`config.mk`:
```
export PLATFORM = sky130hd
export DESIGN_NAME = mux8_rr_arbiter
export DESIGN_NICKNAME = d
export VERILOG_FILES = /design/src/rtl/mux8_arb_pkg.sv /design/src/rtl/mux8_rr_arbiter_rr_pick8.sv /design/src/rtl/mux8_rr_arbiter.sv
export SDC_FILE = /design/constraint.sdc
export NUM_CORES = 1
export LEC_CHECK = 0
export BUFFER_PORTS_ARGS = -buffer_cell sky130_fd_sc_hd__buf_2
export CAP_MARGIN = 5
export CORE_ASPECT_RATIO = 1.25
export CORE_MARGIN = 10
export CORE_UTILIZATION = 45
export CTS_CLUSTER_SIZE = 8
export DETAILED_ROUTE_END_ITERATION = 10
export PLACE_DENSITY = 0.68
export SLEW_MARGIN = 20
export SYNTH_ARGS = -nofsm -noshare
export SYNTH_HDL_FRONTEND = slang
export SYNTH_SLANG_ARGS = --single-unit
```
`constraint.sdc`:
```
create_clock -name clk -period 3.54 [get_ports clk]
set_clock_uncertainty 0.1 [all_clocks]
set_input_delay 0.708 -clock clk [delete_from_list [all_inputs] [get_ports clk]]
set_output_delay 0.708 -clock clk [all_outputs]
set_load 0.05 [all_outputs]
```
`src/rtl/mux8_arb_pkg.sv`:
```
// Shared types and helpers for the 8-requester round-robin mux arbiter.
package mux8_arb_pkg;

  localparam int N_REQ = 8;
  localparam int SEL_W = 3;

  typedef enum logic {
    IDLE = 1'b0,
    OWN  = 1'b1
  } arb_state_e;

  // OR-reduction encode; valid only for one-hot or all-zero inputs.
  function automatic logic [SEL_W-1:0] onehot_to_idx(input logic [N_REQ-1:0] oh);
    logic [SEL_W-1:0] idx;
    idx = '0;
    for (int i = 0; i < N_REQ; i++) begin
      if (oh[i]) idx = idx | SEL_W'(i);
    end
    return idx;
  endfunction

endpackage

```
`src/rtl/mux8_rr_arbiter_rr_pick8.sv`:
```
// Round-robin picker: first set request at or after ptr (mod 8).
// Rotate so ptr lands on bit 0, isolate the lowest set bit, rotate the index back.
module rr_pick8
  import mux8_arb_pkg::*;
(
  input  logic [N_REQ-1:0] req,
  input  logic [SEL_W-1:0] ptr,
  output logic             found,
  output logic [SEL_W-1:0] idx
);

  logic [N_REQ-1:0] rot;
  logic [N_REQ-1:0] first;
  logic [SEL_W-1:0] off;

  always_comb begin
    rot = '0;
    for (int i = 0; i < N_REQ; i++) begin
      rot[i] = req[SEL_W'(i) + ptr];
    end
    first = rot & (~rot + N_REQ'(1));
    off   = onehot_to_idx(first);
    found = |req;
    idx   = ptr + off;
  end

endmodule

```
`src/rtl/mux8_rr_arbiter.sv`:
```
// Lock-style round-robin arbiter driving the select lines of an 8:1 mux.
// Define ARB_TIMEOUT_EN to force rotation after MAX_HOLD cycles when others wait.
module mux8_rr_arbiter
  import mux8_arb_pkg::*;
#(
  parameter int MAX_HOLD = 16,
  parameter int HOLD_W   = 5
) (
  input  logic             clk,
  input  logic             rst_n,
  input  logic [N_REQ-1:0] req,
  output logic [N_REQ-1:0] gnt,
  output logic             gnt_valid,
  output logic             sel0,
  output logic             sel1,
  output logic             sel2,
  output logic             timeout
);

  if ((2 ** HOLD_W) <= MAX_HOLD) begin : g_bad_hold_w
    $error("HOLD_W too narrow for MAX_HOLD");
  end

  arb_state_e       state_q, state_d;
  logic [SEL_W-1:0] ptr_q, ptr_d;
  logic [SEL_W-1:0] sel_q, sel_d;
  logic [N_REQ-1:0] gnt_q, gnt_d;
  logic             gnt_valid_q, gnt_valid_d;

  logic             pick_found;
  logic [SEL_W-1:0] pick_idx;
  logic             own_req;

  // Owner is masked out so a timeout handoff never re-picks the current owner.
  rr_pick8 u_pick (
    .req   (req & ~gnt_q),
    .ptr   (ptr_q),
    .found (pick_found),
    .idx   (pick_idx)
  );

  assign own_req = req[sel_q];

`ifdef ARB_TIMEOUT_EN
  logic [HOLD_W-1:0] hold_q, hold_d;
  logic              timeout_q, timeout_d;
  logic              hold_expired;

  assign hold_expired = (hold_q == HOLD_W'(MAX_HOLD - 1));
`endif

  always_comb begin
    state_d     = state_q;
    ptr_d       = ptr_q;
    sel_d       = sel_q;
    gnt_d       = gnt_q;
    gnt_valid_d = gnt_valid_q;
`ifdef ARB_TIMEOUT_EN
    hold_d      = hold_q;
    timeout_d   = 1'b0;
`endif
    case (state_q)
      IDLE: begin
        if (pick_found) begin
          state_d     = OWN;
          gnt_d       = N_REQ'(1) << pick_idx;
          sel_d       = pick_idx;
          gnt_valid_d = 1'b1;
          ptr_d       = pick_idx + SEL_W'(1);
`ifdef ARB_TIMEOUT_EN
          hold_d      = '0;
`endif
        end
      end
      OWN: begin
        if (own_req) begin
`ifdef ARB_TIMEOUT_EN
          if (hold_expired && pick_found) begin
            gnt_d     = N_REQ'(1) << pick_idx;
            sel_d     = pick_idx;
            ptr_d     = pick_idx + SEL_W'(1);
            hold_d    = '0;
            timeout_d = 1'b1;
          end else if (hold_q != '1) begin
            hold_d = hold_q + HOLD_W'(1);
          end
`endif
        end else if (pick_found) begin
          // Handoff on the same edge the owner releases: no bubble.
          gnt_d = N_REQ'(1) << pick_idx;
          sel_d = pick_idx;
          ptr_d = pick_idx + SEL_W'(1);
`ifdef ARB_TIMEOUT_EN
          hold_d = '0;
`endif
        end else begin
          state_d     = IDLE;
          gnt_d       = '0;
          gnt_valid_d = 1'b0;
        end
      end
      default: begin
        state_d     = IDLE;
        gnt_d       = '0;
        gnt_valid_d = 1'b0;
      end
    endcase
  end

  always_ff @(posedge clk or negedge rst_n) begin
    if (!rst_n) begin
      state_q     <= IDLE;
      ptr_q       <= '0;
      sel_q       <= '0;
      gnt_q       <= '0;
      gnt_valid_q <= 1'b0;
    end else begin
      state_q     <= state_d;
      ptr_q       <= ptr_d;
      sel_q       <= sel_d;
      gnt_q       <= gnt_d;
      gnt_valid_q <= gnt_valid_d;
    end
  end

`ifdef ARB_TIMEOUT_EN
  always_ff @(posedge clk or negedge rst_n) begin
    if (!rst_n) begin
      hold_q    <= '0;
      timeout_q <= 1'b0;
    end else begin
      hold_q    <= hold_d;
      timeout_q <= timeout_d;
    end
  end

  assign timeout = timeout_q;
`else
  assign timeout = 1'b0;
`endif

  assign gnt       = gnt_q;
  assign gnt_valid = gnt_valid_q;
  assign sel0      = sel_q[0];
  assign sel1      = sel_q[1];
  assign sel2      = sel_q[2];

endmodule

```
Word-level counts from Yosys, hierarchy flattened
Cells that the tools add are included.
W data, S select, Z words.
Operators by class
  add/sub/neg operators: 10
  $lt $le $gt $ge: 9
  eq/ne operators: 3
  shifts and indexed selects: 1
  muxes and demuxes: 42
  bitwise logic cells: 5
  reduce and logical (&&, ||, !) cells: 3
Operators by type and width (count)
  $lt A3 B4 Y1 const B: 9
  $bmux W1 S3: 9
  $mux W3: 8
  $mux W8: 3
  $and A8 B8 Y8: 2
  $not A8 Y8: 2
  $pmux W8 S2: 1
  $mux W1: 15
  $add A3 B3 Y3 const A: 4
  $pmux W3 S2: 2
  $add A8 B1 Y8 const B: 1
  $reduce_or A8 Y1: 1
  $shl A1 B3 Y8 const A: 1
  $add A2 B3 Y3 const A: 2
  $ne A2 B2 Y1 const B: 3
  $mux W2: 2
  $pmux W1 S2: 2
  $add A1 B3 Y3 const A: 1
  $add A3 B1 Y3 const B: 1
  $add A3 B3 Y3: 1
  $reduce_and A3 Y1: 1
  $reduce_and A2 Y1: 1
  $not A1 Y1: 1
Storage, ports and cells
  register bits: 16
  input bits: 10
  output and inout bits: 13
  word-level logic and storage cells: 78

Logic depth before layout (Yosys ltp)
  word-level depth: 19
  depth in mapped cells: 16
  gate-level depth less buffers: 15

By module
Synthesis repeated with hierarchy kept, for this count alone.
Unflattened totals
  cell total of the unflattened synthesis: 138
  area total of the unflattened synthesis: 1585.3 um^2
Modules (own cells, without submodules)
  mux8_rr_arbiter: times used 1, cells each 80, area each 949.7 um^2, seq. area each 400.4 um^2
  rr_pick8: times used 1, cells each 58, area each 635.6 um^2, seq. area each 0.0 um^2

Least setup slack after synthesis
Ideal clock, no wire load.
  path type: register to register
  start point: reg ptr_q[1]
  end point: reg ptr_q[2]
  setup time: 83 ps
  arrival time: 3644 ps
  data required time: 3357 ps
  setup slack: -287 ps
  cell stages (with the launch flop): 15
  buffers on the path: 1
  clock period less this slack: 3827 ps
  path through: dfrtp_1 > clkbuf_1 > inv_1 > ha_1 > xnor2_1 > mux4_1 > a21oi_1 > o31ai_1 > ha_1 > fa_1 > xnor2_1 > nor3_4 > or2_1 > ha_1 > o21ai_0
Between the ends
  cells in the longest elaborated chain, start to end: 18
  elaborated cells between the ends (all ways): 38
  those cells by class: 10 x add/sub; 26 x mux; 2 x bitwise
RTL lines
  start: declaration: line mux8_rr_arbiter.sv:25  | logic [SEL_W-1:0] ptr_q, ptr_d;
  start signal: assignment: line mux8_rr_arbiter.sv:119  | ptr_q <= ptr_d;
  $add A1 B3 Y3: line mux8_rr_arbiter_rr_pick8.sv:19  | rot[i] = req[SEL_W'(i) + ptr];
  $bmux W1 S3: line mux8_rr_arbiter_rr_pick8.sv:19
  $mux W1 (implied by the code): line mux8_rr_arbiter_rr_pick8.sv:19
  $not A8 Y8: line mux8_rr_arbiter_rr_pick8.sv:21  | first = rot & (~rot + N_REQ'(1));
  $add A8 B1 Y8: line mux8_rr_arbiter_rr_pick8.sv:21
  $and A8 B8 Y8: line mux8_rr_arbiter_rr_pick8.sv:21
  $mux W1: line mux8_arb_pkg.sv:17  | if (oh[i]) idx = idx | SEL_W'(i);
  $mux W2 (2 in a row): line mux8_arb_pkg.sv:17
  $mux W3 (4 in a row): line mux8_arb_pkg.sv:17
  $add A3 B3 Y3 (*): line mux8_rr_arbiter_rr_pick8.sv:24  | idx = ptr + off;
  $add A3 B1 Y3 (*): line mux8_rr_arbiter.sv:69, mux8_rr_arbiter.sv:92
  $mux W3 (*): line mux8_rr_arbiter.sv:64, mux8_rr_arbiter.sv:88
  $mux W3: line mux8_rr_arbiter.sv:76  | if (own_req) begin
  $pmux W3 S2 (*): line mux8_rr_arbiter.sv:62  | case (state_q)
Every way passes the cells marked *; elsewhere a longest branch is shown, timed or not. The select of a mux whose other input is x is not followed.
A chain may end at the register's enable or synchronous reset.

Worst setup path in the final report
  start point: in req[2]
  end point: reg ptr_q[2]
Between the ends
  cells in the longest elaborated chain, start to end: 18
  elaborated cells between the ends (all ways): 36
  those cells by class: 3 x add/sub; 1 x eq/ne; 28 x mux; 3 x bitwise; 1 x reduce/logical
RTL lines
  start: declaration: line mux8_rr_arbiter.sv:11  | input logic [N_REQ-1:0] req,
  $and A8 B8 Y8: line mux8_rr_arbiter.sv:36  | .req (req & ~gnt_q),
  $bmux W1 S3: line mux8_rr_arbiter_rr_pick8.sv:19
  $mux W1 (implied by the code): line mux8_rr_arbiter_rr_pick8.sv:19
  $not A8 Y8: line mux8_rr_arbiter_rr_pick8.sv:21
  $add A8 B1 Y8: line mux8_rr_arbiter_rr_pick8.sv:21
  $and A8 B8 Y8: line mux8_rr_arbiter_rr_pick8.sv:21
  $mux W1: line mux8_arb_pkg.sv:17
  $mux W2 (2 in a row): line mux8_arb_pkg.sv:17
  $mux W3 (4 in a row): line mux8_arb_pkg.sv:17
  $add A3 B3 Y3: line mux8_rr_arbiter_rr_pick8.sv:24
  $add A3 B1 Y3: line mux8_rr_arbiter.sv:69, mux8_rr_arbiter.sv:92
  $mux W3: line mux8_rr_arbiter.sv:64, mux8_rr_arbiter.sv:88
  $mux W3: line mux8_rr_arbiter.sv:76
  $pmux W3 S2: line mux8_rr_arbiter.sv:62
Several ways; a longest one is shown, not always the timed one. The select of a mux whose other input is x is not followed.

==> impl_results.md <==
- Slew Limit Headroom: about two fifths
- Met2 GRT Util: 27.1%
- Cell area after synthesis: 0.00155 mm^2
- Dpl hpwl: 3970 um
- Required @ worst endpoint: 3580 ps
- Library cells used by synthesis: 41
- Crit share post-route: 102%
- Data arrival, critical path: 3660 ps
- Synth cell count leaders: dfrtp_1, nand2_1, nand3_1
- GR peak layer: met2
- Antenna violations before repair: 0
- Largest net degree at the start of global routing: 17
- Hold/Removal Path Class: primary input to async pin
- RSZ-0062 raised after global routing: yes
- Cell with the most instances after synthesis: dfrtp_1
- Nets: ~240
- Clock tree sinks: 16
- Final Hold Fails: 0
- Min cycle time layout: 3630 ps
- Worst-path fanout max: 4
- Status: finished, violations left
- Die height: 85.6 um
- GRT Util Overall: between 10% and 20%
- Number of synthesized register bits: 16
- Worst setup SP type: primary input
- Sequential area share after synthesis: 25.8%
- Fraction of final layout cells sized beyond drive strength 1: 61.8%
- CTS Buf Count: 3
- Max-cap violations: 0
- Main synth FF type: dfrtp_1
- I/O pin cnt: 23
- Root cell of the clock tree: clkbuf_8
- Post-synth EDFFs: 0
- Core Area: between 0.003 and 0.004 mm^2
- Final Setup Violations: 8
- CTS Buffer Depth: 2
- M1 GR Usage: about 18%
- Crit. End Element: flip-flop
- Drt drc: 0
- Die Span X: 72.5 um
- Post-synth top area share: 25.8%
- CTS tree: done
- Met3 usage in global routing: under 10%
- Vias in the first global route: 1602
- Final WL: 5390 um
- Initial Util: 47.6%
- Worst-Skew Late Latency: 250 ps
- Die area: 0.00620 mm^2
- Syn avg cell area: 9.68 um^2
- Total Neg Setup Slack: -402 ps
- Violated checks: setup timing
- Yosys warns: 0
- Port Buf Inserts: 21
- Inserted Diodes: 0
- Vias per std cell: 6.16
- Leading area contributor after synthesis: dfrtp_1
- Reg clk slew, reported paths: 60 ps
- # H-tree levels: 1
- FP Rows: 23
- Synth async-reset ratio: 100%
- Crit Path Class: primary input to flip-flop
- Filler Cell Count: 227
- Net Count, Synth: approximately 180
- Syn Inst Count: 160
- Iteration-0 DRC Markers: 113
- First-pass GRT wire length: 8120 um
- RD Place Congestion: 0.925
- Final Worst Setup Slack: -88.4 ps
- WL/cell: ~21 um
- DRT Pass-1 Iters: 5
- Synth area leaders: dfrtp_1, ha_1, mux4_1
- Antenna viol nets, final: 0
- Max Fclk: 276 MHz
- Total gr overflow: 0
- Cts hold-fix bufs: 0
- Total vias in the final route: between 1500 and 2000
- Tightest Pin Transition: 911 ps
- Pins Over Slew Limit: 0
- Synthesis-to-finish area growth: 54.0%
cells in the final DEF, fill, tap and decap left out, types with 3 or more instances in the layout:
cell type / synthesis / final
buf_4: 1 / 40
buf_2: 2 / 19
nand2_1: 14 / 14
nand3_1: 12 / 11
nand2b_4: 0 / 9
dfrtp_2: 0 / 9
mux4_2: 4 / 7
mux2i_1: 8 / 7
o21ai_1: 6 / 7
dfrtp_1: 16 / 7
ha_1: 10 / 6
inv_2: 1 / 5
o21ai_0: 8 / 5
nor4_4: 0 / 5
nor4_2: 1 / 4
nor2_1: 4 / 4
clkbuf_8: 0 / 4
nor4bb_2: 0 / 3
and4b_1: 3 / 3
mux2_4: 0 / 3
inv_1: 8 / 3
ha_4: 0 / 3
per-stage QoR:
stage	cell area (um^2)	util (%)	hold slack, ps	setup WS (ps)	std cells
5_1_grt	2380	73.3	269	-163	254
3_3_place_gp	1980	60.9	374	-185	244
6_report	2380	73.3	257	-88.4	254
4_1_cts	2090	64.2	268	6.16	248
2_1_floorplan	1640	-	312	-8.06	160
3_5_place_dp	1980	60.9	401	-266	244
routing by layer:
layer	wire length (um)	up-vias
met5	0	-
met4	359	0
met3	348	28
met2	2720	74
met1	1960	755
li1	-	708
sequential cells by signal, indices dropped and copies added (netlist names):
name	cells
sel_q	3
state_q	1
gnt	8
gnt_valid	1
ptr_q	3
worst max-delay path, stage by stage:
cell and delay (ps):
buf_2 120, nand2b_4 70, mux2_2 290, mux4_2 530, buf_6 160, a311oi_4 350, nor3_2 110, fa_2 470
xor2_2 200, a21oi_2 60, or2_1 270, ha_4 270, o21ai_2 40
logic make-up (layout without fill, tap and decap cells):
group / count (synthesis) / count (layout) / synth area share, %
fa+ha+maj: 11 / 11 / 9.37
buf+inv: 17 / 74 / 5.49
other cells: 1 / 1 / 0.242
simple gates: 67 / 67 / 26.4
xor+xnor: 4 / 4 / 2.26
flops: 16 / 16 / 25.8
compound gates: 22 / 22 / 8.24
mux: 22 / 22 / 22.1
worst paths after layout:
check,depth (start not counted),startpoint,slack [ps],endpoint
max,13,req[2],-90,ptr_q[2]
min,1,rst_n,260,state_q
max reg2reg,12,ptr_q[0],-60,ptr_q[2]
min reg2reg,1,state_q,400,gnt_valid
max in group asynchronous,1,rst_n,2790,gnt[4]
min in group clk,1,state_q,400,gnt_valid
repair_timing:
action	CTS	global route
buffers inserted	0	6
endpoints found under the setup margin	8	10
resized for setup	9	43
pin swaps	0	18
final cells by class:
cell class	instances	area (um^2)	share of cell area (%)
timing repair buffer	61	418	17.5
sequential	16	412	17.3
tap	37	46.3	1.94
multi-input combinational	127	1420	59.4
inverter	9	36.3	1.52
clock buffer	4	55.1	2.31
Power is not shown: default switching activity piles up to over one toggle a cycle in this logic, so the estimate is an artifact.
